<file path="config.mk">
export PLATFORM = sky130hd
export DESIGN_NAME = argument_arbiter
export DESIGN_NICKNAME = d
export VERILOG_FILES = /design/src/rtl/argument_arbiter_pkg.sv /design/src/rtl/argument_arbiter_rr_picker.sv /design/src/rtl/argument_arbiter.sv
export SDC_FILE = /design/constraint.sdc
export NUM_CORES = 1
export LEC_CHECK = 0
export CORE_AREA = 5 5 98 100
export DETAILED_ROUTE_END_ITERATION = 10
export DIE_AREA = 0 0 103 105
export GPL_TIMING_DRIVEN = 0
export PLACE_DENSITY = 0.79
export SYNTH_ARGS = -nofsm -noshare
export SYNTH_HDL_FRONTEND = slang
export SYNTH_SLANG_ARGS = --single-unit
</file>
<file path="constraint.sdc">
create_clock -name clk -period 3.4 [get_ports clk]
set_input_delay 0.68 -clock clk [delete_from_list [all_inputs] [get_ports clk]]
set_output_delay 0.68 -clock clk [all_outputs]
set_load 0.02 [all_outputs]
</file>
<file path="src/rtl/argument_arbiter_pkg.sv">
// argument_arbiter_pkg
//   Shared types and helpers for the argument arbiter and its decoder.
//   - arb_state_t : arbiter FSM states (IDLE, POP, SETTLE)
//   - len_mask    : low-bit mask of a given length, (1<<len)-1
//   - log2_ceil   : ceiling log2 used to size pop/length/grant fields
package argument_arbiter_pkg;

  typedef enum logic [1:0] {
    IDLE   = 2'd0,
    POP    = 2'd1,
    SETTLE = 2'd2
  } arb_state_t;

  // Widest mask the helper can produce; callers truncate to their width.
  localparam int MASK_MAX = 256;

  function automatic logic [MASK_MAX-1:0] len_mask(input logic [7:0] len);
    len_mask = ~({MASK_MAX{1'b1}} << len);
  endfunction

  function automatic int log2_ceil(input int value);
    int r;
    r = 0;
    for (int i = 0; i < 31; i++) begin
      if ((1 << i) < value) r = i + 1;
    end
    return r;
  endfunction

endpackage

</file>
<file path="src/rtl/argument_arbiter_rr_picker.sv">
// rr_priority_picker
//   Purely combinational round-robin search. Candidates are visited in
//   order last_gnt+1, last_gnt+2, ... with wrap at NUM_REQ; the first
//   requesting candidate wins.
//   Ports:
//     req      in  NUM_REQ       request vector
//     last_gnt in  LOG2_NUM_REQ  most recently granted index
//     winner   out LOG2_NUM_REQ  chosen index (0 when nothing requests)
//     any_req  out 1             at least one request is present
module rr_priority_picker #(
  parameter int NUM_REQ      = 4,
  parameter int LOG2_NUM_REQ = 2
) (
  input  logic [NUM_REQ-1:0]      req,
  input  logic [LOG2_NUM_REQ-1:0] last_gnt,
  output logic [LOG2_NUM_REQ-1:0] winner,
  output logic                    any_req
);

  localparam int SW = LOG2_NUM_REQ + 1;

  logic [LOG2_NUM_REQ-1:0] cand_idx [NUM_REQ];
  logic [NUM_REQ-1:0]      rot_req;

  // rot_req[k] is the request of the k-th candidate after last_gnt, so the
  // lowest set bit of rot_req is the round-robin winner. last_gnt is always
  // below NUM_REQ, so a single conditional subtract performs the wrap.
  genvar gi;
  generate
    for (gi = 0; gi < NUM_REQ; gi++) begin : g_cand
      logic [SW-1:0] raw_sum;
      assign raw_sum      = {1'b0, last_gnt} + SW'(gi + 1);
      assign cand_idx[gi] = (raw_sum >= SW'(NUM_REQ)) ?
                            LOG2_NUM_REQ'(raw_sum - SW'(NUM_REQ)) :
                            LOG2_NUM_REQ'(raw_sum);
      assign rot_req[gi]  = req[cand_idx[gi]];
    end
  endgenerate

  always_comb begin
    winner = '0;
    for (int i = NUM_REQ - 1; i >= 0; i--) begin
      if (rot_req[i]) winner = cand_idx[i];
    end
  end

  assign any_req = |req;

endmodule

</file>
<file path="src/rtl/argument_arbiter.sv">
// argument_arbiter
//   Shares one variable-length bit decoder between NUM_REQ requesters.
//   In IDLE with dec_ready high, a round-robin winner is chosen and its
//   LSB-aligned field is captured from dec_q. The following cycle (POP)
//   presents dec_pop and a one-hot rsp_valid strobe; SETTLE then gives the
//   decoder a cycle to update ready before the next arbitration.
//   Optional build macro ARGUMENT_ARBITER_STATS_EN adds a running count of
//   consumed bits on bits_consumed.
//   Ports:
//     clk           in  1                       rising-edge clock
//     rst           in  1                       synchronous, active-low reset
//     req           in  NUM_REQ                 request levels
//     req_len       in  NUM_REQ*LOG2_WIDTH_OUT  packed field lengths
//     dec_ready     in  1                       decoder has WIDTH_OUT valid bits
//     dec_q         in  WIDTH_OUT               decoder head, bit 0 oldest
//     dec_pop       out LOG2_WIDTH_OUT          bits to consume (0 = none)
//     rsp_valid     out NUM_REQ                 one-hot response strobe
//     rsp_data      out WIDTH_OUT               returned field, zero above length
//     bits_consumed out 32                      (stats build only) total popped
//     busy          out 1                       FSM not in IDLE
module argument_arbiter
  import argument_arbiter_pkg::*;
#(
  parameter int WIDTH_OUT      = 64,
  parameter int LOG2_WIDTH_OUT = log2_ceil(WIDTH_OUT),
  parameter int NUM_REQ        = 4,
  parameter int LOG2_NUM_REQ   = log2_ceil(NUM_REQ)
) (
  input  logic                                clk,
  input  logic                                rst,
  input  logic [NUM_REQ-1:0]                  req,
  input  logic [NUM_REQ*LOG2_WIDTH_OUT-1:0]   req_len,
  input  logic                                dec_ready,
  input  logic [WIDTH_OUT-1:0]                dec_q,
  output logic [LOG2_WIDTH_OUT-1:0]           dec_pop,
  output logic [NUM_REQ-1:0]                  rsp_valid,
  output logic [WIDTH_OUT-1:0]                rsp_data,
`ifdef ARGUMENT_ARBITER_STATS_EN
  output logic [31:0]                         bits_consumed,
`endif
  output logic                                busy
);

  arb_state_t                state_reg;
  logic [LOG2_NUM_REQ-1:0]   last_gnt_reg;
  logic [LOG2_NUM_REQ-1:0]   win_reg;
  logic [LOG2_NUM_REQ-1:0]   pick_idx;
  logic                      pick_any;
  logic [LOG2_WIDTH_OUT-1:0] pick_len;

  rr_priority_picker #(
    .NUM_REQ      (NUM_REQ),
    .LOG2_NUM_REQ (LOG2_NUM_REQ)
  ) u_picker (
    .req      (req),
    .last_gnt (last_gnt_reg),
    .winner   (pick_idx),
    .any_req  (pick_any)
  );

  assign pick_len = req_len[pick_idx*LOG2_WIDTH_OUT +: LOG2_WIDTH_OUT];
  assign busy     = (state_reg != IDLE);

  // Outputs are loaded on the IDLE->POP edge so they are visible during
  // POP, and cleared on the POP->SETTLE edge. rsp_data holds its last value
  // until the next capture. During POP dec_pop equals the latched length,
  // so it doubles as the stats increment.
  always_ff @(posedge clk) begin
    if (!rst) begin
      state_reg     <= IDLE;
      last_gnt_reg  <= LOG2_NUM_REQ'(NUM_REQ - 1);
      win_reg       <= '0;
      dec_pop       <= '0;
      rsp_valid     <= '0;
      rsp_data      <= '0;
`ifdef ARGUMENT_ARBITER_STATS_EN
      bits_consumed <= '0;
`endif
    end else begin
      case (state_reg)
        IDLE: begin
          if (dec_ready && pick_any) begin
            win_reg   <= pick_idx;
            dec_pop   <= pick_len;
            rsp_valid <= NUM_REQ'(1) << pick_idx;
            rsp_data  <= dec_q & WIDTH_OUT'(len_mask(8'(pick_len)));
            state_reg <= POP;
          end
        end
        POP: begin
          dec_pop       <= '0;
          rsp_valid     <= '0;
          last_gnt_reg  <= win_reg;
`ifdef ARGUMENT_ARBITER_STATS_EN
          bits_consumed <= bits_consumed + 32'(dec_pop);
`endif
          state_reg     <= SETTLE;
        end
        SETTLE: begin
          state_reg <= IDLE;
        end
        default: begin
          state_reg <= IDLE;
        end
      endcase
    end
  end

endmodule

</file>
== Yosys cells after proc, flatten, opt, wreduce, memory -nomap -nowiden ==
Index checks and enable logic that the tools add are counted.

* Bits in registers: 80
* Bits in latches: 0
* Memory bits (writable): 0
* ROM bits: 0
* Input port bits: 95
* Output and inout port bits: 75
* Logic and storage cells: 59
* Memories kept: 0

* $add $sub $neg: 8
* Multipliers: 1
* Div/mod/pow operators: 0
* $lt $le $gt $ge: 8
* Eq/ne operators: 2
* Shift-type cells: 3
* Multiplexer cells: 22
* Bitwise operators: 2
* Reductions and logical operators: 7

{| class="wikitable"
|+ Operators by type and width
! kind !! count
|-
| $shl A256 B6 Y64 const A || 1
|-
| $and A64 B64 Y64 || 1
|-
| $not A64 Y64 || 1
|-
| $shiftx A24 B6 Y6 || 1
|-
| $mux W2 || 9
|-
| $ge A3 B3 Y1 const B || 4
|-
| $lt A2 B3 Y1 const B || 4
|-
| $pmux W6 S2 || 1
|-
| $bmux W1 S2 || 4
|-
| $pmux W4 S2 || 1
|-
| $sub A2 B1 Y2 const B || 4
|-
| $add A2 B2 Y3 const B || 2
|-
| $mux W6 || 1
|-
| $mul A2 B2 Y4 const B || 1
|-
| $mux W1 || 4
|-
| $mux W4 || 1
|-
| $pmux W2 S2 || 1
|-
| $reduce_and A2 Y1 || 2
|-
| $reduce_bool A2 Y1 || 2
|-
| $reduce_or A4 Y1 || 1
|-
| $shl A1 B2 Y4 const A || 1
|-
| $add A2 B1 Y3 const B || 1
|-
| $add A2 B3 Y3 const B || 1
|-
| $eq A2 B1 Y1 const B || 1
|-
| 3 further kinds || 3
|}

== Depth between registers and ports, before layout ==
* Depth after elaboration: 14
* Mapped depth: 10
* Mapped depth without buffers: 8

== Modules after synthesis ==
From an unflattened synthesis, not the netlist that was laid out.

* Cells, all modules: 375
* Area total of the unflattened synthesis: 3,380.7 um^2

{| class="wikitable"
|+ Modules (own cells, without submodules)
! module !! instances !! cells each !! area an instance (um^2) !! seq. area each (um^2)
|-
| argument_arbiter || 1 || 361 || 3,289.4 || 1,581.5
|-
| rr_priority_picker || 1 || 14 || 91.3 || 0.0
|}

== Least setup slack after synthesis ==
No wires, ideal clock.

* Path type: input to register
* Start: in req[1]
* End: reg rsp_data[16]
* Arrival time: 2.636 ns
* Setup slack: 0.646 ns
* Stages on the path: 10
* Cell sequence: nor2_1 > nor3_2 > or3_1 > buf_4 > nand2_2 > a31oi_4 > or3_1 > buf_2 > a211o_1 > a32o_1

* Cells in the longest elaborated chain, start to end: 11
* Elaborated cells on any way between the ends: 20
* Those cells by class: 1 x mul; 2 x shift; 12 x mux; 2 x bitwise; 3 x reduce/logical

{| class="wikitable"
|+ RTL lines
! item !! line !! text
|-
| start, declared || argument_arbiter.sv:31 || <nowiki>input logic [NUM_REQ-1:0] req,</nowiki>
|-
| $bmux W1 S2 || argument_arbiter_rr_picker.sv:36 || <nowiki>assign rot_req[gi] = req[cand_idx[gi]];</nowiki>
|-
| $mux W1 (implied by the code) || argument_arbiter_rr_picker.sv:36 ||
|-
| $mux W2 (4 in series) || argument_arbiter_rr_picker.sv:43 || <nowiki>if (rot_req[i]) winner = cand_idx[i];</nowiki>
|-
| $mul A2 B2 Y4 || argument_arbiter.sv:61 || <nowiki>assign pick_len = req_len[pick_idx*LOG2_WIDTH_OUT +: LOG2_WIDTH_OUT];</nowiki>
|-
| $shiftx A24 B6 Y6 || argument_arbiter.sv:61 ||
|-
| $shl A256 B6 Y64 || argument_arbiter_pkg.sv:18 || <nowiki>len_mask = ~({MASK_MAX{1'b1}} << len);</nowiki>
|-
| $not A64 Y64 || argument_arbiter_pkg.sv:18 ||
|-
| $and A64 B64 Y64 || argument_arbiter.sv:86 || <nowiki>rsp_data <= dec_q & WIDTH_OUT'(len_mask(8'(pick_len)));</nowiki>
|-
| end signal, assigned || argument_arbiter.sv:86 ||
|-
| end, declared || argument_arbiter.sv:37 || <nowiki>output logic [WIDTH_OUT-1:0] rsp_data,</nowiki>
|}

Several ways; a longest one is shown, not always the timed one. The select of a mux whose other input is x is not followed.
A chain may end at the register's enable or synchronous reset.

== Worst setup path after layout ==
* Start: in req[0]
* End: reg rsp_data[62]

Same word-level chain as after synthesis.

==> qor.csv <==
stage,metric,value,unit
clock_tree,cts_tree,yes,
detailed_routing,wl_per_cell,19.8,µm
timing,finalHoldViolations,0,
grt,track_usage,0.230,
synth,postSynth.asyncResetShare,0,
timing,rsz0062_at_grt,yes,
synth,ys_types,45,
cells_and_area,area_growth,64.2,%
pwr,powerDensity,476,nW/µm²
worst_setup_path,critPathSlowestCell,a311oi_1,
die,rows,34,
synth,yosys_most_used_dff,dfxtp_1,
cells_and_area,final_nets,631,
synth,postSynthAreaPerCell,9.29,µm²
timing,finalSetupViolCount,0,
pwr,ir_worst_vdd,0.000270,V
worst_setup_path,cp_num_buf_inv,5,
die,io_pins,170,
synth,yosysTopAreaCell,dfxtp_1,
grt,grt_max_degree,14,
synth,yosysSeqAreaShare,0.476,
timing,max_slew_margin,0.268,
worst_setup_path,reg2reg_slack,0.64,ns
die,die_area,10800,µm²
worst_setup_path,cp_num_cells,11,
worst_setup_path,start_kind,input port,
cells_and_area,top_regs,"rsp_data (63), dec_pop (6), rsp_valid (4)",
timing,skew,0.0111,ns
synth,netlist_area,3320,µm²
synth,synth_warnings,0,
detailed_routing,vias,3665,
detailed_routing,detail-route-antenna-nets,0,
synth,synth_area_leaders,"dfxtp_1 (48%), a32o_1 (14%), nand2_1 (7.2%)",
worst_setup_path,end_kind,flop,
pwr,p_leak,1.98,nW
worst_hold_path,hold_class,flop to flop,
worst_setup_path,r2r_cells,9,
clock_tree,h-tree-depth,3,
cells_and_area,largest_reg_flops,63,
clock_tree,cts_sinks,79,
grt,grt_pass1_wl,19500,µm
worst_setup_path,critical_path.top_delay_family,buffers and inverters,
timing,maxClockFrequency,0.302,GHz
run_status,run_status,completed,
synth,synth_edf_count,0,
clock_tree,root_buffer,clkbuf_8,
place,io_buffers,166,
detailed_routing,viasPerCell,5.65,
detailed_routing,drtIter0Drc,170,
place,dp_hpwl,9610,µm
grt,grt-ovfl-total,0,
worst_hold_path,holdPathStages,2,
detailed_routing,firstDrtPassIters,4,
die,die_h,105,µm
cells_and_area,top_register,rsp_data,
worst_setup_path,r2r-end,rsp_data[62],
synth,yosysTopAreaCellShare,0.476,
die,dieWidth,103,µm
synth,synth_seq_cells,79,
place,place_ws,-0.501,ns
worst_setup_path,worstPathRequired,3.69,ns
worst_setup_path,arrival,3.60,ns
grt,grt_pass1_vias,3697,
worst_setup_path,r2r_start,state_reg[1],
timing,tightest_slew,1.08,ns
clock_tree,cts_buffers,9,
timing,drv_slew,0,
detailed_routing,drc,0,
place,gp_congestion,0.820,
clock_tree,ctsHoldBuffers,0,
worst_setup_path,path_class,input port to flop,
worst_setup_path,path_cells,clkdlybuf4s50_1 -> or2_1 -> nand3_1 -> o221ai_1 -> buf_2 -> clkbuf_2 -> a311oi_1 -> clkbuf_2 -> buf_2 -> nand3_1 -> o21ai_1,
clock_tree,cts.clk_slew.worst_paths,0.09,ns
timing,finalCritPeriodShare,0.973,
die,core_area,8590,µm²
cells_and_area,final_layout_size_suffix_gt1_frac,0.0998,
detailed_routing,wl,12800,µm
clock_tree,cts.path.max_buffers,2,
worst_setup_path,crit_fanout,10,
timing,setup_ws,0.0910,ns
timing,finalCriticalPeriod,3.31,ns
clock_tree,clock_latency,0.35,ns
grt,antenna_found_initial,0,
pwr,power,2.60,mW
die,start_util,0.387,
worst_setup_path,worstSetupStartpoint,req[0],
worst_setup_path,cp_slowest_stage_delay,0.53,ns
synth,syn-num-nets,453,
worst_setup_path,endpoint,rsp_data[62],
synth,synth_cells,358,
run,cap_violations,0,
cells_and_area,insertedDiodeCount,0,
-- placed cells by master, fill, tap and decap left out, drive strengths merged, types with 3 or more instances in the layout --
cell type / synthesis / routed
a211oi: 5 / 5
o31a: 4 / 4
buf: 8 / 8
a31o: 7 / 7
o21ai: 23 / 23
a22o: 5 / 5
clkbuf: 19 / 31
a31oi: 5 / 5
a21oi: 14 / 14
clkdlybuf4s50: 0 / 166
nand2b: 6 / 6
inv: 6 / 7
nand2: 65 / 65
a32o: 45 / 45
a2bb2oi: 5 / 5
nor2: 16 / 16
dfxtp: 79 / 79
nor3: 6 / 6
nand3: 11 / 11
or3: 3 / 3
-- cell usage after synthesis (3+ instances only) --
master / n
a22o_1: 5
nor2_1: 15
clkbuf_1: 19
buf_2: 5
inv_1: 6
nor3_2: 4
a211oi_1: 3
or3_1: 3
buf_4: 3
o21ai_0: 19
o21ai_1: 4
nand2b_1: 6
a31o_2: 5
a31oi_1: 4
a32o_1: 45
dfxtp_1: 79
nand3_1: 11
a21oi_1: 13
nand2_1: 64
a2bb2oi_1: 5
o31a_1: 4
-- through the flow --
step	area, µm²	setup TNS (ns)	cells	util	hold slack, ns
after floorplan	3320	0	358	-	0.442
after global placement	5120	-12.30	632	0.596	0.426
after detailed placement	5120	-15.55	632	0.596	0.434
after CTS	5360	0	648	0.624	0.446
after global routing	5460	-0.0612	649	0.635	0.472
final	5460	0	649	0.635	0.449
-- what timing repair did --
item / in CTS / in global routing
endpoints found under the setup margin: 13 / 49
gates resized for setup: 5 / 25
pin swaps: 0 / 1
buffers inserted: 0 / 1
-- metal layers --
layer / wire length [µm] / GRT usage / up-vias
met5: 0 / 0 / -
met4: 189 / 0.0592 / 0
met3: 1160 / 0.0700 / 18
met2: 6390 / 0.387 / 143
met1: 5110 / 0.284 / 1785
li1: - / - / 1719
-- where the power goes --
| group | switching, mW | internal [mW] |
|---|---|---|
| registers | 0.0355 | 0.987 |
| clock network | 0.354 | 0.416 |
| logic | 0.457 | 0.350 |
-- tightest hold or removal path, cell delays in order (launching register included) --
cell,delay (ns)
dfxtp_1,0.31
nand2_1,0.06
nand2_1,0.04
-- how the worst min path moves through the flow --
stage | end | startpoint
3_3_place_gp | rsp_data[48] | rsp_data[48]
2_1_floorplan | last_gnt_reg[1] | win_reg[1]
6_report | rsp_data[33] | rsp_data[33]
4_1_cts | rsp_data[33] | rsp_data[33]
3_5_place_dp | rsp_data[33] | rsp_data[33]
5_1_grt | rsp_data[48] | rsp_data[48]
-- cell families after synthesis --
kind of cell    count (synthesis)  synth area share
simple gates                  114             0.156
mux                             2           0.00602
flops                          79             0.476
buf+inv                        33            0.0425
other cells                     1           0.00113
compound gates                129             0.318
-- cell type report --
| cell class | instances | area [µm²] |
|---|---|---|
| Clock buffer | 11 | 131 |
| Sequential cell | 79 | 1580 |
| Buffer | 27 | 129 |
| Timing Repair Buffer | 167 | 1680 |
| Clock inverter | 5 | 81.3 |
| Inverter | 6 | 22.5 |
| Tap cell | 108 | 135 |
| Multi-Input combinational cell | 246 | 1700 |
| Fill cell | 752 | 3130 |
(Power assumes the default switching activity.)
